===== src/rtl/blinker_pkg.sv =====
// blinker_pkg
// Shared definitions for event_led_blinker: FSM state encoding and
// counter widths.
package blinker_pkg;

    typedef enum logic [1:0] {
        ST_IDLE = 2'd0,
        ST_ON   = 2'd1,
        ST_OFF  = 2'd2
    } state_t;

    localparam int TICK_W  = 8;  // tick counter width (phases up to 255 ticks)
    localparam int BLINK_W = 4;  // blink counter width (up to 15 blinks)

endpackage


===== src/rtl/event_led_blinker.sv =====
// event_led_blinker
// Plays a burst of BLINKS LED blinks for each event. Phase lengths are
// counted in tick_en strobes from an external timebase. One event that
// arrives while a burst is running is remembered and replays the burst
// back-to-back when the current one completes.
//
// Ports
//   clk      in   clock, rising edge
//   rst      in   asynchronous reset, active high
//   tick_en  in   single-cycle timebase strobe
//   evt_in   in   single-cycle event pulse
//   led_out  out  registered LED drive, high during ON phases
//   busy     out  registered, high while a burst is running
//   done     out  registered one-cycle pulse when a burst completes
module event_led_blinker
    import blinker_pkg::*;
#(
    parameter int ON_TICKS  = 4,
    parameter int OFF_TICKS = 4,
    parameter int BLINKS    = 3
) (
    input  logic clk,
    input  logic rst,
    input  logic tick_en,
    input  logic evt_in,
    output logic led_out,
    output logic busy,
    output logic done
);

    localparam logic [TICK_W-1:0]  ON_LIM    = ON_TICKS[TICK_W-1:0];
    localparam logic [TICK_W-1:0]  OFF_LIM   = OFF_TICKS[TICK_W-1:0];
    localparam logic [BLINK_W-1:0] BLINK_LIM = BLINKS[BLINK_W-1:0];

    state_t              state_q, state_d;
    logic [TICK_W-1:0]   tick_q, tick_d;
    logic [BLINK_W-1:0]  blink_q, blink_d;   // blinks finished before the current ON
    logic                pend_q, pend_d;
    logic                led_q, led_d;
    logic                busy_q, busy_d;
    logic                done_q, done_d;

    logic [TICK_W-1:0]   tick_inc;
    logic [BLINK_W-1:0]  blink_inc;

    assign tick_inc  = tick_q + TICK_W'(1);
    assign blink_inc = blink_q + BLINK_W'(1);

    always_ff @(posedge clk or posedge rst) begin
        if (rst) begin
            state_q <= ST_IDLE;
            tick_q  <= '0;
            blink_q <= '0;
            pend_q  <= 1'b0;
            led_q   <= 1'b0;
            busy_q  <= 1'b0;
            done_q  <= 1'b0;
        end else begin
            state_q <= state_d;
            tick_q  <= tick_d;
            blink_q <= blink_d;
            pend_q  <= pend_d;
            led_q   <= led_d;
            busy_q  <= busy_d;
            done_q  <= done_d;
        end
    end

    always_comb begin
        state_d = state_q;
        tick_d  = tick_q;
        blink_d = blink_q;
        pend_d  = pend_q;
        done_d  = 1'b0;

        case (state_q)
            ST_IDLE: begin
                if (evt_in) begin
                    state_d = ST_ON;
                    tick_d  = '0;
                    blink_d = '0;
                end
            end
            ST_ON: begin
                // Set before the completion check so an event landing on the
                // completing cycle still triggers the back-to-back restart.
                if (evt_in) pend_d = 1'b1;
                if (tick_en) begin
                    tick_d = tick_inc;
                    if (tick_inc == ON_LIM) begin
                        tick_d = '0;
                        if (blink_inc < BLINK_LIM) begin
                            state_d = ST_OFF;
                        end else begin
                            done_d  = 1'b1;
                            blink_d = '0;
                            if (pend_q || evt_in) begin
                                state_d = ST_ON;   // LED stays lit, no gap
                                pend_d  = 1'b0;
                            end else begin
                                state_d = ST_IDLE;
                            end
                        end
                    end
                end
            end
            ST_OFF: begin
                if (evt_in) pend_d = 1'b1;
                if (tick_en) begin
                    tick_d = tick_inc;
                    if (tick_inc == OFF_LIM) begin
                        tick_d  = '0;
                        blink_d = blink_inc;
                        state_d = ST_ON;
                    end
                end
            end
            default: begin
                state_d = ST_IDLE;
                tick_d  = '0;
                blink_d = '0;
                pend_d  = 1'b0;
            end
        endcase

        // Outputs registered from the next state so they line up with it.
        led_d  = (state_d == ST_ON);
        busy_d = (state_d != ST_IDLE);
    end

    assign led_out = led_q;
    assign busy    = busy_q;
    assign done    = done_q;

endmodule


===== config.mk =====
export PLATFORM = sky130hd
export DESIGN_NAME = event_led_blinker
export DESIGN_NICKNAME = d
export VERILOG_FILES = /design/src/rtl/blinker_pkg.sv /design/src/rtl/event_led_blinker.sv
export SDC_FILE = /design/constraint.sdc
export NUM_CORES = 1
export LEC_CHECK = 0
export BUFFER_PORTS_ARGS = -buffer_cell sky130_fd_sc_hd__buf_2
export CAP_MARGIN = 0
export CELL_PAD_IN_SITES_DETAIL_PLACEMENT = 0
export CELL_PAD_IN_SITES_GLOBAL_PLACEMENT = 1
export CORE_AREA = 2 2 55 57
export DETAILED_ROUTE_END_ITERATION = 10
export DIE_AREA = 0 0 57 59
export HOLD_SLACK_MARGIN = 0.15
export PLACE_DENSITY_LB_ADDON = 0.12
export SETUP_SLACK_MARGIN = 0.02
export SLEW_MARGIN = 20
export SYNTH_ARGS = -nofsm -noshare
export SYNTH_HDL_FRONTEND = slang
export SYNTH_SLANG_ARGS = --single-unit

===== constraint.sdc =====
create_clock -name clk -period 1.8 [get_ports clk]
set_input_delay 0.54 -clock clk [delete_from_list [all_inputs] [get_ports clk]]
set_output_delay 0.54 -clock clk [all_outputs]
set_load 0.05 [all_outputs]

* Yosys cells after proc, flatten, opt, wreduce, memory -nomap -nowiden *
Cells that the tools add are included.

storage, ports and cells
  register bits = 18
  input port bits = 4
  word-level logic and storage cells = 56

cells by class
  add/sub/neg operators = 2
  order comparisons = 1
  eq/ne operators = 11
  multiplexer cells = 29
  reductions and logical operators = 6

operator list
  kind                                                                          number
  4-bit two-way mux                                                             6
  8-bit two-way mux                                                             3
  8-bit one-hot mux with 2 select lines                                         1
  2-bit two-way mux                                                             6
  2-bit inequality test, second input constant                                  6
  4-bit one-hot mux with 3 select lines                                         1
  1-bit two-way mux                                                             10
  8-bit by 1-bit adder with 8-bit output, second input constant                 1
  8-bit by 3-bit equality test with 1-bit output, second input constant         1
  2-bit one-hot mux with 3 select lines                                         1
  6-bit AND reduction                                                           1
  4-bit by 1-bit adder with 4-bit output, second input constant                 1
  2-bit by 1-bit equality test with 1-bit output, second input constant         2
  4-bit by 2-bit less-than comparator with 1-bit output, second input constant  1
  1-bit one-hot mux with 3 select lines                                         1
  2-bit equality test, second input constant                                    1
  2-bit logical NOT                                                             1
  2-bit by 1-bit inequality test with 1-bit output, second input constant       1
  2-bit AND reduction                                                           1
  2-bit nonzero test                                                            1
  2-bit OR reduction                                                            1
  1-bit logical OR                                                              1

* Depth between registers and ports, before layout *
Gate-level depths: netlist (run 1).

  depth in word-level cells = 7
  gate-level depth with buffers = 7
  mapped depth without buffers = 7

* Worst setup path before layout (run 1) *
No wires, ideal clock.

  path type = register to register
  from = reg tick_q[0]
  to = reg tick_q[0]
  arrival time = 1625 ps
  data required time = 1675 ps
  path slack = 50 ps
  stages on the path, launching flop included = 6
  cell sequence = dfrtp_1 -> ha_1 -> or4b_4 -> nor4_1 -> nor2_1 -> mux2_2

between the ends
  cells in the longest elaborated chain, start to end = 5

RTL lines
  element                                         line                                               source
  start: declaration                              event_led_blinker.sv:36                            logic [TICK_W-1:0] tick_q, tick_d;
  start signal: assignment                        event_led_blinker.sv:60                            tick_q <= tick_d;
  8-bit by 1-bit adder with 8-bit output *        event_led_blinker.sv:46                            assign tick_inc = tick_q + TICK_W'(1);
  8-bit by 3-bit equality test with 1-bit output  event_led_blinker.sv:90, event_led_blinker.sv:111
  8-bit two-way mux *                             event_led_blinker.sv:90, event_led_blinker.sv:111
  8-bit two-way mux *                             event_led_blinker.sv:109                           if (tick_en) begin
  8-bit one-hot mux with 2 select lines *         event_led_blinker.sv:76                            case (state_q)

Mark *: on every way between the ends. The rest lies on a longest branch, timed or not. The select of a mux whose other input is x is not followed.
A chain may end at the register's enable or synchronous reset.

* Worst setup path after layout (run 1) *
  from = reg tick_q[1]
  to = reg blink_q[2]

between the ends
  cells in the longest elaborated chain, start to end = 4
  elaborated cells between the ends (all ways) = 5
  those cells by class = add/sub (1); eq/ne (3); reduce/logical (1)

RTL lines
  element                                           line                                               source
  8-bit by 1-bit adder with 8-bit output *          event_led_blinker.sv:46
  8-bit by 3-bit equality test with 1-bit output *  event_led_blinker.sv:90, event_led_blinker.sv:111
  2-bit inequality test (no line)                   -
  6-bit AND reduction (no line) *                   -
  end signal: assignment                            event_led_blinker.sv:61                            blink_q <= blink_d;
  end: declaration                                  event_led_blinker.sv:37                            logic [BLINK_W-1:0] blink_q, blink_d;

Mark *: on every way between the ends. The rest lies on a longest branch, timed or not.

==> results by group, run 1 <==
Status
  • Status: finished with violations
  • Failing checks: setup timing

Logic synthesis
  • Synth Flop Type: dfrtp_1
  • Cells after Synth: approximately 110
  • Number of synthesized flops with an enable pin: 0
  • Synthesis-stage register bit count: 18
  • Synth Net Count: 122
  • Synth Area in XOR/XNOR: 1.64%
  • Yosys cell types: 33
  • Mapped cell area: 1070 um2
  • Largest family of logic cells by synthesized area: compound AO/OA/AOI/OAI gates
  • Simple-gate share of the synthesized area: 21.1%
  • Post-synthesis mux area share: under 10%
  • Post-synthesis area per instance: roughly 9.6 um2
  • Seq/Total Area, Yosys: a little over two fifths
  • Synth async-reset ratio: 100%
  • Synthesis Warnings: 0
  • Post-Synth Adder-Cell Area: 8.19%
  • Synth Area in Compound Gates: 22.2%

STA
  • Worst Slack Setup Final: -0.0497 ns
  • Minimum clock period: approximately 1.8 ns
  • Clk_skew: ~0.0071 ns
  • Final number of hold-violating endpoints: 0
  • Worst Tran Pin Value: 0.456 ns
  • Slew headroom: between 60 and 70%
  • Max-slew violations: 0
  • Fmax: 541 MHz
  • Setup violations, final: 6
  • RSZ-0062 raised after global routing: yes
  • Final worst-path cycle share: 103%

Route
  • Routed WL per cell: about 15 um
  • Initial DRC Count: 34
  • Vias/cell: ~5.3
  • Routed met2 length: between 1 and 1.5 mm
  • DRT Wirelength: 2.55 mm
  • Vias: a little over 900
  • DR pass1 iterations: 6
  • Met3 routed WL: around 37 um
  • Highest metal layer with signal wires: met4
  • Post-route DRC: 0
  • Routed Antenna Nets: 0
  • Met1 WL: around 1.2 mm

Placed design
  • Pre-CTS WS: -0.0820 ns
  • PortBufs: 6
  • RePlAce Congestion: 0.791
  • Post-DP Area: between 1000 and 1500 um2
  • Hpwl dp: 1.87 mm

Worst setup path
  • CP startpoint kind: flip-flop
  • Arrival @ worst endpoint: approximately 2.0 ns
  • CP Capture Type: flip-flop
  • R2R Setup Slk: -0.05 ns
  • Crit Path Category: flip-flop to flip-flop
  • Crit path capture: blink_q[2]
  • FF-to-FF Start: tick_q[1]
  • Worst r2r dst: blink_q[2]
  • Critical path fanouts, max: 7
  • FF-to-FF path depth: 7
  • WP data required: between 1.5 and 2 ns
  • Crit. Startpoint: tick_q[1]

Clock tree
  • TritonCTS clock tree: yes
  • CTS H-tree lvls: 1
  • Hold-fix buffers, CTS: 0
  • Clock latency on the worst-skew pair: roughly 0.29 ns
  • Root buf cell: clkbuf_4
  • Num CTS Buffers: 3
  • CTS sink cnt: 18
  • Clock Pin Slew Worst Setup and Hold Paths: roughly 0.11 ns
  • Clock Tree Buf Depth: 2

Die
  • DIE AREA: around 3400 um2
  • Die Height: about 59 um
  • Core area: between 2000 and 3000 um2
  • Initial Utilization: between 30% and 40%
  • Die width: around 57 um
  • Cell Rows: 19
  • I/O pin total: 7

GRT
  • Tot GR Track Use: around 17%
  • Initial antenna violation count: 0
  • Global route overflow: 0
  • Vias in the first global route: roughly 950
  • Pin count of the biggest net entering global routing: 19
  • First-pass GRT wire length: ~4.4 mm

Run
  • Max Cap Viol: 0

Cells and area
  • # fillers: between 200 and 300
  • N_diodes: 0
  • Syn-to-layout area delta: 29.0%
  • Layout cells sized above 1: ~33%
  • Final nets: between 150 and 200
  • Fin area: around 1400 um2

Min path
  • Min-Delay Path Class: input pin to async pin

Power
  • Combinational share of power: around 55%
  • Sw Share: around two fifths
  • Seq pwr share: between 30 and 40%
  • Lkg Pwr: ~0.00067 uW
  • VDD IR max: between 0.9 and 1 mV
  • Power density over the cells: 1170 nW/um2
  • Psw: 666 uW
  • Int Pwr: 945 uW
  • Clock share of power: around an eighth
  • Total power: roughly 1600 uW
[state kept, by name (all words and copies together), names as in the netlist]
signal,cells
tick_q,8
blink_q,4
state_q,2
busy,1
done,1
led_out,1
pend_q,1
[cell usage after synthesis (2+ instances only)]
cell type   n  area [um2]
a21oi_1     3        15.0
a22o_1      3        26.3
a31oi_1     3        18.8
and2_1      2        12.5
and3_1      4        25.0
dfrtp_1    18         450
ha_1        7        87.6
inv_1       8        30.0
nand2_1    17        63.8
nand2b_1    2        12.5
nand3_1     4        20.0
nor2_1      9        33.8
nor3_1      2        10.0
o21ai_0     9        45.0
or4b_4      2        27.5
[power groups by stage]
stage / logic (uW) / registers (uW) / clock network, uW
floorplan: 449 / 614 / 0
global placement: 764 / 529 / 0
detailed placement: 789 / 531 / 0
CTS: 848 / 524 / 212
global route: 962 / 534 / 237
finish: 880 / 526 / 205
[cell families (layout without fill, tap and decap cells)]
family | Yosys count | after routing
compound gates | 29 | 29
xor+xnor | 2 | 2
fa+ha+maj | 7 | 7
buf+inv | 8 | 41
flops | 18 | 18
mux | 2 | 2
simple gates | 45 | 45
[repair_timing]
item | in CTS | in global routing
gates cloned | 0 | 0
setup buffers | 1 | 2
hold endpoints to repair | 0 | 0
gates resized for setup | 8 | 3
pin swaps | 8 | 3
setup endpoints to repair | 10 | 13
[worst max-delay path, stage by stage, from the launching register on]
cell	delay [ns]
dfrtp_1	0.37
ha_2	0.19
or4b_4	0.48
buf_6	0.15
o22ai_4	0.13
o311ai_4	0.18
mux2i_1	0.17
o21ai_1	0.07
[cell usage in the layout (no fill, tap or decap), types with 2 or more instances in the layout]
cell type  netlist  routed
buf_4            0      23
dfrtp_1         18      18
nand2_1         17      17
nor2_1           9       9
inv_1            8       8
o21ai_0          9       6
ha_1             7       6
buf_2            0       6
nand3_1          4       4
and3_1           4       4
a22o_1           3       3
o21ai_1          1       3
clkbuf_4         0       3
or4b_4           2       2
a21oi_1          3       2
a31oi_1          3       2
and2_1           2       2
nor3_1           2       2
[layer usage]
| metal | GRT usage (%) | vias to the layer above |
|---|---|---|
| li1 | - | 469 |
| met1 | 20.5 | 447 |
| met2 | 30.4 | 12 |
| met3 | 2.62 | 6 |
| met4 | 8.31 | 0 |
| met5 | 0 | - |
[through the flow]
step	setup TNS, ns	cells	hold slack (ns)	util [%]
floorplan	0	111	0.479	-
global placement	-0.126	169	0.572	47.8
detailed placement	-0.351	169	0.577	47.8
CTS	-0.0694	173	0.243	50.1
global route	-0.877	175	0.263	50.9
finish	-0.123	175	0.242	50.9
[worst min path at each step]
stage               from    endpoint  slack [ns]  cells past startpoint
floorplan            rst  blink_q[0]        0.48                      1
global placement     rst        done        0.57                      3
detailed placement   rst   tick_q[0]        0.58                      3
CTS                  rst  blink_q[1]        0.24                      3
global route         rst   tick_q[6]        0.26                      3
finish               rst   tick_q[3]        0.24                      3
[area by class of cell]
class                   count  area (um2)  share of cell area, %
clock buffers               3        22.5                   1.63
inverters                   8        30.0                   2.18
multi-input cells          85         624                   45.2
flip-flops and latches     18         450                   32.6
well taps                  31        38.8                   2.81
repair buffers             30         214                   15.5
(Power assumes the default switching activity.)
==> inputs of run 2 (changes only) <==
--- a/config.mk
+++ b/config.mk
@@ -14,7 +14,7 @@
 export DIE_AREA = 0 0 57 59
 export HOLD_SLACK_MARGIN = 0.15
 export PLACE_DENSITY_LB_ADDON = 0.12
-export SETUP_SLACK_MARGIN = 0.02
+export SETUP_SLACK_MARGIN = 0.5
 export SLEW_MARGIN = 20
 export SYNTH_ARGS = -nofsm -noshare
 export SYNTH_HDL_FRONTEND = slang
==> results by group, run 2 (synthesis gave the netlist of run 1 again) <==
Clock tree
  • TritonCTS clock tree: yes
  • CTS H-tree lvls: 1
  • Num CTS Buffers: 3
  • Root buf cell: clkbuf_4
  • Clock Pin Slew Worst Setup and Hold Paths: 0.12 ns
  • Clock Tree Buf Depth: 2
  • CTS sink cnt: 18
  • Clock latency on the worst-skew pair: 0.31 ns

Route
  • Vias/cell: 5.31
  • Routed Antenna Nets: 0
  • Initial DRC Count: 30
  • Routed WL per cell: 14.7 um
  • DR pass1 iterations: 4
  • Vias: between 900 and 1,000
  • Post-route DRC: 0
  • DRT Wirelength: approximately 2.7 mm

Cells and area
  • # fillers: roughly 240
  • Layout cells sized above 1: 49.7%
  • Final nets: roughly 160
  • Syn-to-layout area delta: 48.8%
  • Most flops, register: tick_q
  • Non-Filler Instances: around 180
  • Final core area utilization: roughly 59%
  • N_diodes: 0
  • Largest regs: tick_q x8, blink_q x4, state_q x2
  • Max FFs per register: 8
  • Commonest non-fill, non-tap cell in the layout: buf_4
  • Most frequent cells in the layout: buf_4 (23), dfrtp_1 (18), nand2_1 (17)

STA
  • Setup TNS: 0 ns
  • Worst Tran Pin Value: about 0.41 ns
  • Minimum clock period: 1.80 ns
  • Setup violations, final: 0
  • Final worst-path cycle share: around 100%
  • RSZ-0062 raised after global routing: yes
  • Slew headroom: about 72%
  • Max-slew violations: 0
  • Fmax: 556 MHz
  • Final number of hold-violating endpoints: 0
  • Clk_skew: 0.00314 ns

Run
  • Max Cap Viol: 0

Placed design
  • Hpwl dp: approximately 1.8 mm
  • RePlAce Congestion: 0.751
  • Placed instance count: roughly 160
  • PortBufs: 6

Worst setup path
  • Cell Chain, Critical Path: ha_2 -> or4b_4 -> nor4_4 -> nand2_1 -> o21ai_2 -> a311oi_1
  • FF-to-FF path depth: 6
  • Critical path fanouts, max: 3
  • Arrival @ worst endpoint: 2.00 ns
  • Buf/Inv on CP: 0
  • Worst r2r dst: pend_q
  • CP top delay family: simple AND/OR/NAND/NOR gates
  • WP data required: roughly 2.0 ns
  • CP startpoint kind: flip-flop
  • R2R Setup Slk: about 0.0027 ns
  • Crit Path Category: flip-flop to flip-flop
  • FF-to-FF Start: tick_q[0]
  • Slowest stage delay, CP: around 0.53 ns
  • CP Capture Type: flip-flop
  • Slowest CP cell: or4b_4

Die
  • DIE AREA: about 3400 um2
  • Initial Utilization: 39.5%
  • Die width: 57 um
  • Die Height: about 59 um
  • I/O pin total: 7
  • Core area: between 2000 and 3000 um2
  • Cell Rows: 19

Status
  • Status: completed

Min path
  • Min-Delay Path Class: flip-flop to flip-flop
  • Hold path depth: 2
  • WHS Endpoint: tick_q[7]
  • Min-Delay Startpoint: tick_q[7]

Power
  • VDD IR max: 0.776 mV
  • Total power: approximately 1900 uW
  • Lkg Pwr: between 0.0007 and 0.0008 uW
  • Power density over the cells: roughly 1200 nW/um2

GRT
  • Pin count of the biggest net entering global routing: 16
  • First-pass GRT wire length: about 4.7 mm
  • Global route overflow: 0
  • Tot GR Track Use: a little under a fifth
  • Initial antenna violation count: 0
  • Vias in the first global route: between 1,000 and 1,500
[run 2: cell types whose count changed in the layout (fill, tap and decap cells not counted), moves of 3 or more]
cell	previous run	this run
and3_1	4	0
and3_4	0	4
buf_2	6	3
buf_6	1	9
inv_1	8	5
inv_2	0	3
o21ai_0	6	2
[run 2: per-stage QoR]
step                worst slack (ns)  hold WS, ns  instance area (um2)
floorplan                      0.118        0.479                 1090
global placement             -0.0652        0.421                 1260
detailed placement           -0.0844        0.421                 1260
CTS                          0.00927        0.563                 1460
global route                  -0.107        0.580                 1590
finish                       0.00272        0.580                 1590
[run 2: timing repair]
item	CTS	global route
endpoints found under the setup margin	21	21
setup buffers	8	7
endpoints found under the hold margin	3	0
resized for setup	26	20
pin swaps	4	18
hold buffers	1	0
[run 2: routing by layer]
layer	wire length, um	track usage [%]
met1	1280	24.5
met3	66	3.28
met4	48	8.97
met5	0	0
met2	1280	28.9
[run 2: final cells by class]
type                    count  area (um2)  share of cell area (%)
multi-input cells          85         737                    46.3
clock buffers               4        36.3                    2.28
inverters                   8        30.0                    1.89
flip-flops and latches     18         450                    28.3
repair buffers             36         299                    18.8
well taps                  31        38.8                    2.44
[run 2: worst max-delay path by stage]
stage / from / end / slack, ns / cells past startpoint
5_1_grt: tick_q[1] / blink_q[2] / -0.11 / 6
6_report: tick_q[0] / pend_q / 0.003 / 6
2_1_floorplan: tick_en / blink_q[2] / 0.12 / 5
3_3_place_gp: tick_en / led_out / -0.07 / 6
3_5_place_dp: tick_en / blink_q[2] / -0.08 / 6
4_1_cts: tick_q[0] / blink_q[2] / 0.009 / 6
[run 2: tightest hold or removal path: cells and delay by family (launching register included)]
family	cells	cell delay [ns]
compound gates	1	0.07
flops	1	0.42
simple gates	1	0.06
[run 2: report_power, final]
part	switching [uW]	total [uW]	internal, uW
registers	51.5	533	482
clock network	147	270	124
logic	576	1090	515
total	774	1890	1120
